<file path="src/rtl/sprite_pkg.sv">
// rtl/sprite_pkg.sv - shared field ranges, sizes and loader state codes for the sprite pipeline
package sprite_pkg;

  // Pixel stream layout
  localparam int STR_W      = 26;
  localparam int RGB_MSB    = 25;
  localparam int RGB_LSB    = 23;
  localparam int XC_MSB     = 22;
  localparam int XC_LSB     = 13;
  localparam int YC_MSB     = 12;
  localparam int YC_LSB     = 3;
  localparam int ACTIVE_BIT = 2;
  localparam int VSYNC_BIT  = 1;
  localparam int HSYNC_BIT  = 0;

  // Sprite geometry
  localparam int SPRITE_W  = 16;
  localparam int SPRITE_H  = 16;
  localparam int N_BITMAPS = 8;

  // Bitmap address layout: {bitmap, row, bit}
  localparam int ADDR_W     = 11;
  localparam int AD_BMP_MSB = 10;
  localparam int AD_BMP_LSB = 8;
  localparam int AD_ROW_MSB = 7;
  localparam int AD_ROW_LSB = 4;
  localparam int AD_BIT_MSB = 3;
  localparam int AD_BIT_LSB = 0;

  // Row memory geometry: one word per bitmap row
  localparam int RAM_AW = 7;
  localparam int RAM_DW = 16;

  // Loader state encoding
  localparam logic [1:0] LD_IDLE = 2'd0;
  localparam logic [1:0] LD_LOAD = 2'd1;
  localparam logic [1:0] LD_DONE = 2'd2;

  // Unsigned span test; no wrap past the top of the 10-bit coordinate range
  function automatic logic in_span(input logic [9:0] c, input logic [9:0] origin,
                                   input logic [9:0] span);
    logic [9:0] diff;
    diff = c - origin;
    return (c >= origin) && (diff < span);
  endfunction

endpackage

</file>
<file path="src/rtl/sprite_overlay_if.sv">
// rtl/sprite_overlay_if.sv - bitmap row loader handshake bundle
interface sprite_overlay_if;
  logic        ld_start_i;
  logic [2:0]  ld_bitmap_i;
  logic        ld_valid_i;
  logic [15:0] ld_data_i;
  logic        ld_ready_o;
  logic        ld_done_o;

  // Row source side
  modport master (
    output ld_start_i, ld_bitmap_i, ld_valid_i, ld_data_i,
    input  ld_ready_o, ld_done_o
  );

  // Loader side inside the sprite stage
  modport slave (
    input  ld_start_i, ld_bitmap_i, ld_valid_i, ld_data_i,
    output ld_ready_o, ld_done_o
  );
endinterface

</file>
<file path="src/rtl/sprite_row_ram.sv">
// rtl/sprite_row_ram.sv - 128x16 bitmap row memory, one write port and one registered read port
module sprite_row_ram
  import sprite_pkg::*;
(
  input  logic              clk,
  input  logic              we,
  input  logic [RAM_AW-1:0] waddr,
  input  logic [RAM_DW-1:0] wdata,
  input  logic [RAM_AW-1:0] raddr,
  output logic [RAM_DW-1:0] rdata
);

  logic [RAM_DW-1:0] mem [2**RAM_AW];

  // Write port; contents survive reset so a partial load is preserved
  always_ff @(posedge clk) begin
    if (we) mem[waddr] <= wdata;
  end

  // Read port; a same-address write in this cycle is not yet visible (old data)
  always_ff @(posedge clk) begin
    rdata <= mem[raddr];
  end

endmodule

</file>
<file path="src/rtl/sprite_overlay.sv">
// rtl/sprite_overlay.sv - sprite colour overlay stage with bitmap row loader
module sprite_overlay
  import sprite_pkg::*;
(
  input  logic               px_clk,
  input  logic               reset_n,
  input  logic [STR_W-1:0]   RGBStr_i,
  input  logic [ADDR_W-1:0]  addr_i,
  input  logic [9:0]         posx_i,
  input  logic [9:0]         posy_i,
  input  logic [2:0]         color_i,
  input  logic               enable_i,
  output logic [STR_W-1:0]   RGBStr_o,
  sprite_overlay_if.slave    ld
);

  // Fixed two-cycle stream latency; informational only
  localparam int LATENCY = 2;

  logic [1:0]        state;
  logic [2:0]        ld_bmp_q;
  logic [3:0]        row_cnt;
  logic              wr_en;

  logic [STR_W-1:0]  stream_s1;
  logic [2:0]        color_s1;
  logic [3:0]        bitidx_s1;
  logic              hit_s1;
  logic              hit_d;
  logic [RAM_DW-1:0] rdata;
  logic              pix;
  logic [STR_W-1:0]  out_d;

  // Handshake outputs decode the state alone, never ld_valid_i
  assign ld.ld_ready_o = (state == LD_LOAD);
  assign ld.ld_done_o  = (state == LD_DONE);
  assign wr_en         = ld.ld_valid_i && (state == LD_LOAD);

  // Loader FSM: latch the target bitmap, accept 16 rows, pulse done once
  always_ff @(posedge px_clk or negedge reset_n) begin
    if (!reset_n) begin
      state    <= LD_IDLE;
      ld_bmp_q <= 3'd0;
      row_cnt  <= 4'd0;
    end else begin
      case (state)
        LD_IDLE: begin
          if (ld.ld_start_i) begin
            ld_bmp_q <= ld.ld_bitmap_i;
            row_cnt  <= 4'd0;
            state    <= LD_LOAD;
          end
        end
        LD_LOAD: begin
          if (wr_en) begin
            row_cnt <= row_cnt + 4'd1;
            if (row_cnt == 4'd15) state <= LD_DONE;
          end
        end
        LD_DONE: state <= LD_IDLE;
        default: state <= LD_IDLE;
      endcase
    end
  end

  sprite_row_ram u_ram (
    .clk   (px_clk),
    .we    (wr_en),
    .waddr ({ld_bmp_q, row_cnt}),
    .wdata (ld.ld_data_i),
    .raddr (addr_i[AD_BMP_MSB:AD_ROW_LSB]),
    .rdata (rdata)
  );

  // Window hit for the incoming pixel, evaluated alongside the memory read
  always_comb begin
    hit_d = enable_i && RGBStr_i[ACTIVE_BIT]
         && in_span(RGBStr_i[XC_MSB:XC_LSB], posx_i, 10'(SPRITE_W))
         && in_span(RGBStr_i[YC_MSB:YC_LSB], posy_i, 10'(SPRITE_H));
  end

  // Stage 1: hold the pixel and its overlay context while the row is read
  always_ff @(posedge px_clk or negedge reset_n) begin
    if (!reset_n) begin
      stream_s1 <= '0;
      color_s1  <= 3'd0;
      bitidx_s1 <= 4'd0;
      hit_s1    <= 1'b0;
    end else begin
      stream_s1 <= RGBStr_i;
      color_s1  <= color_i;
      bitidx_s1 <= addr_i[AD_BIT_MSB:AD_BIT_LSB];
      hit_s1    <= hit_d;
    end
  end

  // Replace only the RGB field when the pixel is in the window and set in the bitmap
  always_comb begin
    pix   = rdata[bitidx_s1];
    out_d = stream_s1;
    if (hit_s1 && pix) out_d[RGB_MSB:RGB_LSB] = color_s1;
  end

  // Stage 2: output register
  always_ff @(posedge px_clk or negedge reset_n) begin
    if (!reset_n) RGBStr_o <= '0;
    else          RGBStr_o <= out_d;
  end

endmodule
</file>
<file path="src/flat_wrapper.sv">
// flat-port wrapper written by rule: the top's interface ports become plain ports
module sprite_overlay_flat import sprite_pkg::*;
  (px_clk, reset_n, RGBStr_i, addr_i, posx_i, posy_i, color_i, enable_i, RGBStr_o, ld_ld_start_i, ld_ld_bitmap_i, ld_ld_valid_i, ld_ld_data_i, ld_ld_ready_o, ld_ld_done_o);
  sprite_overlay_if ld_i ();
  input  logic px_clk;
  input  logic reset_n;
  input  logic [STR_W-1:0] RGBStr_i;
  input  logic [ADDR_W-1:0] addr_i;
  input  logic [9:0] posx_i;
  input  logic [9:0] posy_i;
  input  logic [2:0] color_i;
  input  logic enable_i;
  output logic [STR_W-1:0] RGBStr_o;
  input wire logic [$bits(ld_i.ld_start_i)-1:0] ld_ld_start_i;
  input wire logic [$bits(ld_i.ld_bitmap_i)-1:0] ld_ld_bitmap_i;
  input wire logic [$bits(ld_i.ld_valid_i)-1:0] ld_ld_valid_i;
  input wire logic [$bits(ld_i.ld_data_i)-1:0] ld_ld_data_i;
  output wire logic [$bits(ld_i.ld_ready_o)-1:0] ld_ld_ready_o;
  output wire logic [$bits(ld_i.ld_done_o)-1:0] ld_ld_done_o;
  assign ld_i.ld_start_i = ld_ld_start_i;
  assign ld_i.ld_bitmap_i = ld_ld_bitmap_i;
  assign ld_i.ld_valid_i = ld_ld_valid_i;
  assign ld_i.ld_data_i = ld_ld_data_i;
  assign ld_ld_ready_o = ld_i.ld_ready_o;
  assign ld_ld_done_o = ld_i.ld_done_o;
  sprite_overlay u_core (.px_clk(px_clk), .reset_n(reset_n), .RGBStr_i(RGBStr_i), .addr_i(addr_i), .posx_i(posx_i), .posy_i(posy_i), .color_i(color_i), .enable_i(enable_i), .RGBStr_o(RGBStr_o), .ld(ld_i));
endmodule
</file>
<file path="config.mk">
export PLATFORM = sky130hd
export DESIGN_NAME = sprite_overlay_flat
export DESIGN_NICKNAME = d
export VERILOG_FILES = /design/src/rtl/sprite_pkg.sv /design/src/rtl/sprite_overlay_if.sv /design/src/rtl/sprite_row_ram.sv /design/src/rtl/sprite_overlay.sv /design/src/flat_wrapper.sv
export SDC_FILE = /design/constraint.sdc
export NUM_CORES = 2
export LEC_CHECK = 0
export BUFFER_PORTS_ARGS = -buffer_cell sky130_fd_sc_hd__buf_2
export CORE_MARGIN = 1.5
export CORE_UTILIZATION = 60
export DETAILED_ROUTE_END_ITERATION = 16
export PLACE_DENSITY_LB_ADDON = 0.05
export SYNTH_ARGS = -nofsm -noshare
export SYNTH_HDL_FRONTEND = slang
export SYNTH_SLANG_ARGS = --single-unit
</file>
<file path="constraint.sdc">
create_clock -name px_clk -period 6.69 [get_ports px_clk]
set_input_delay 0.3345 -clock px_clk [delete_from_list [all_inputs] [get_ports px_clk]]
set_output_delay 0.3345 -clock px_clk [all_outputs]
set_load 0.02 [all_outputs]
</file>
==> results.cfg <==
[power_and_ir_drop]
p_leak_uw = 0.0297
powerDensity_mw_per_mm2 = 307
vdd_drop_max_mv = 0.259

[logic_synthesis]
avgSynthCellArea_sq_um = 22.8
yosysSeqAreaShare_pct = 77.6
synth-edff-count = 2048
synth-seq-cells = 2133
synth_top_cell_by_area = edfxtp_1
synth_compound_area_share_pct = 2.18
yosysUniqueCellTypes = 53
async_reset_ff_share_pct = 3.23
synth_nets = 3698
synth.area.mux_share_pct = 16.7
synthXorXnorAreaFrac_pct = 0.0749
synth_adder_area_share_pct = 0.321
yosys_warnings = 0
synth_top_area_share_pct = 75.1
synth_cells = 3593
syn-cell-area_sq_mm = 0.0819
yosys_most_used_dff = edfxtp_1
synth_top_family_by_area = multiplexers
synth.area.top_cells = edfxtp_1 75%, mux4_2 14%, dfrtp_1 2.1%
synth-simple-area-share_pct = 1.49

[placed_design]
placedCellCount = 5469
routabilityCongestion = 0.938
dp_hpwl_mm = 123
placed_area_sq_mm = 0.0850
portBuffers = 111

[route]
viasPerCell = 6.63
vias = 39056
firstDrtPassIters = 5
wl_per_cell_microns = 34.3
drt_wl_total_mm = 202
drt_iter0_drc = 5051
drc = 0
antenna_left = 0

[layout]
fin_area_sq_mm = 0.0919
final_common_cell = edfxtp_1
fin_cells = 5889
final_nets = 4043
final_cell_mix = 2048 x edfxtp_1, 517 x mux4_2, 213 x clkbuf_16, 180 x buf_4, 161 x mux2i_1
synthToLayoutAreaGrowth_pct = 12.3
drive_gt1_share_pct = 28.4

[critical_path]
required_ns = 7.43
worstPathCellList = buf_2, buf_4, inv_2, nor2_4, buf_4, a221oi_1, a22o_1, a221oi_1, o2111ai_1, a21oi_1
criticalPathCategory = input pin to flop
cp_num_cells = 10
cpPeakStageDelay_ns = 0.98
crit_family = compound AO/OA/AOI/OAI gates
arrival_ns = 4.57
crit_slowest_cell = nor2_4
cp.buffers_inverters = 4
crit_path_end_kind = flop
startpoint_type = input pin
path_max_fanout = 36
r2r_cells = 4

[die]
die_w_microns = 372
core_area_sq_mm = 0.135
die_h_microns = 372
initial_core_util_pct = 60.4
io_pins = 112
die_area_sq_mm = 0.139
rows = 135

[global_route]
grt_max_degree = 112
grt_pass1_vias = 38498
grt_overflow = 0
antenna_found_initial = 12
grtUsageTotal_pct = 29.7
grt_pass1_wl_mm = 284

[clock_network]
cts_tree = done
cts_setup_buffers = 0
htreeDepth = 4
insertion_delay_ns = 0.82
cts_root_buffer = clkbuf_16
cts_buffers = 206
clk_pin_slew_worst_paths_ns = 0.06
clockBufferDepth = 3
hold_buffers = 42
cts_sinks = 2133
post_cts_resized = 0

[status]
status = finished clean

[sta]
rsz0062_at_grt = no
final.setup.tns_ns = 0
maxSlewViolCount = 0
hold_violations = 0
max_slew.worst_pin.slew_ns = 1.20
setup_viol = 0
max_slew_margin_pct = 20.2
clock_skew_ns = 0.0220
period_minus_slack_ns = 3.83
holdWs_ns = 0.0470
finalCritPeriodShare_pct = 57.2
fmax_ghz = 0.261

[min_path]
hold_class = input pin to flop
hold_depth = 1

[flow_run]
drv.max_cap_violation_count = 0
-- layer usage --
layer | up-vias | GRT usage, % | routed length [microns]
met5 | - | 0 | 9
li1 | 15965 | - | -
met3 | 262 | 6.35 | 17500
met1 | 21004 | 44.0 | 82900
met4 | 2 | 8.73 | 5880
met2 | 1823 | 45.3 | 95900
-- metrics by stage --
stage / total power, uW / util [%] / worst slack [ns]
2_1_floorplan: 16300 / - / 3.45
3_3_place_gp: 17200 / 62.8 / 2.24
3_5_place_dp: 17300 / 62.8 / 2.23
4_1_cts: 28400 / 67.9 / 3.08
5_1_grt: 29000 / 67.9 / 2.98
6_report: 28200 / 67.9 / 2.86
-- worst paths after layout --
kind | start | to | slack [ns]
hold / removal | ld_ld_data_i[6] | u_core.u_ram.mem[11][6]$_DFFE_PP_ | 0.05
hold reg to reg | u_core.stream_s1[19]$_DFF_PN0_ | u_core.RGBStr_o[19]$_DFF_PN0_ | 0.34
min in group asynchronous | reset_n | u_core.stream_s1[6]$_DFF_PN0_ | 0.24
setup reg to reg | u_core.row_cnt[2]$_DFFE_PN0P_ | u_core.u_ram.mem[68][8]$_DFFE_PP_ | 3.61
max in group asynchronous | reset_n | u_core.row_cnt[2]$_DFFE_PN0P_ | 5.82
setup / recovery | addr_i[6] | u_core.u_ram.rdata[8]$_DFF_P_ | 2.86
-- report_power, final --
group / switching [uW] / leakage, uW / total, uW / internal [uW]
logic: 1340 / 0.00713 / 1980 / 635
clock network: 4770 / 0.00319 / 11200 / 6410
registers: 133 / 0.0194 / 15100 / 14900
-- cells in the mapped netlist, drive strengths merged (33+ instances only) --
master / count
edfxtp: 2048
mux4: 517
mux2i: 161
nor2: 154
buf: 136
a221oi: 96
dfrtp: 69
clkbuf: 52
a21oi: 43
mux2: 39
a22o: 33
nand2: 33
-- flip-flops by register name, indices dropped and copies added, names as in the netlist --
name and count:
u_core.bitidx_s1 4, u_core.ld_bmp_q 3, u_core.state 2, u_core.row_cnt 4
u_core.u_ram.mem 2048, u_core.RGBStr_o 26, u_core.hit_s1 1, u_core.color_s1 3
u_core.stream_s1 26, u_core.u_ram.rdata 16
-- area by class of cell --
type / count / area (sq um)
flip-flops and latches: 2133 / 63500
diodes: 1 / 2.50
clock inverters: 114 / 938
fillers: 8432 / 43500
clock buffers: 263 / 5550
well taps: 1781 / 2230
inverters: 26 / 97.6
repair buffers: 325 / 2450
multi-input cells: 1246 / 17100
-- logic make-up after synthesis --
family                   Yosys count
adder cells (fa/ha/maj)           21
AND/OR/NAND/NOR                  274
AO/OA/AOI/OAI                    227
multiplexers                     717
XOR/XNOR                           7
flip-flops                      2133
buffers and inverters            214
(Power assumes the default switching activity.)
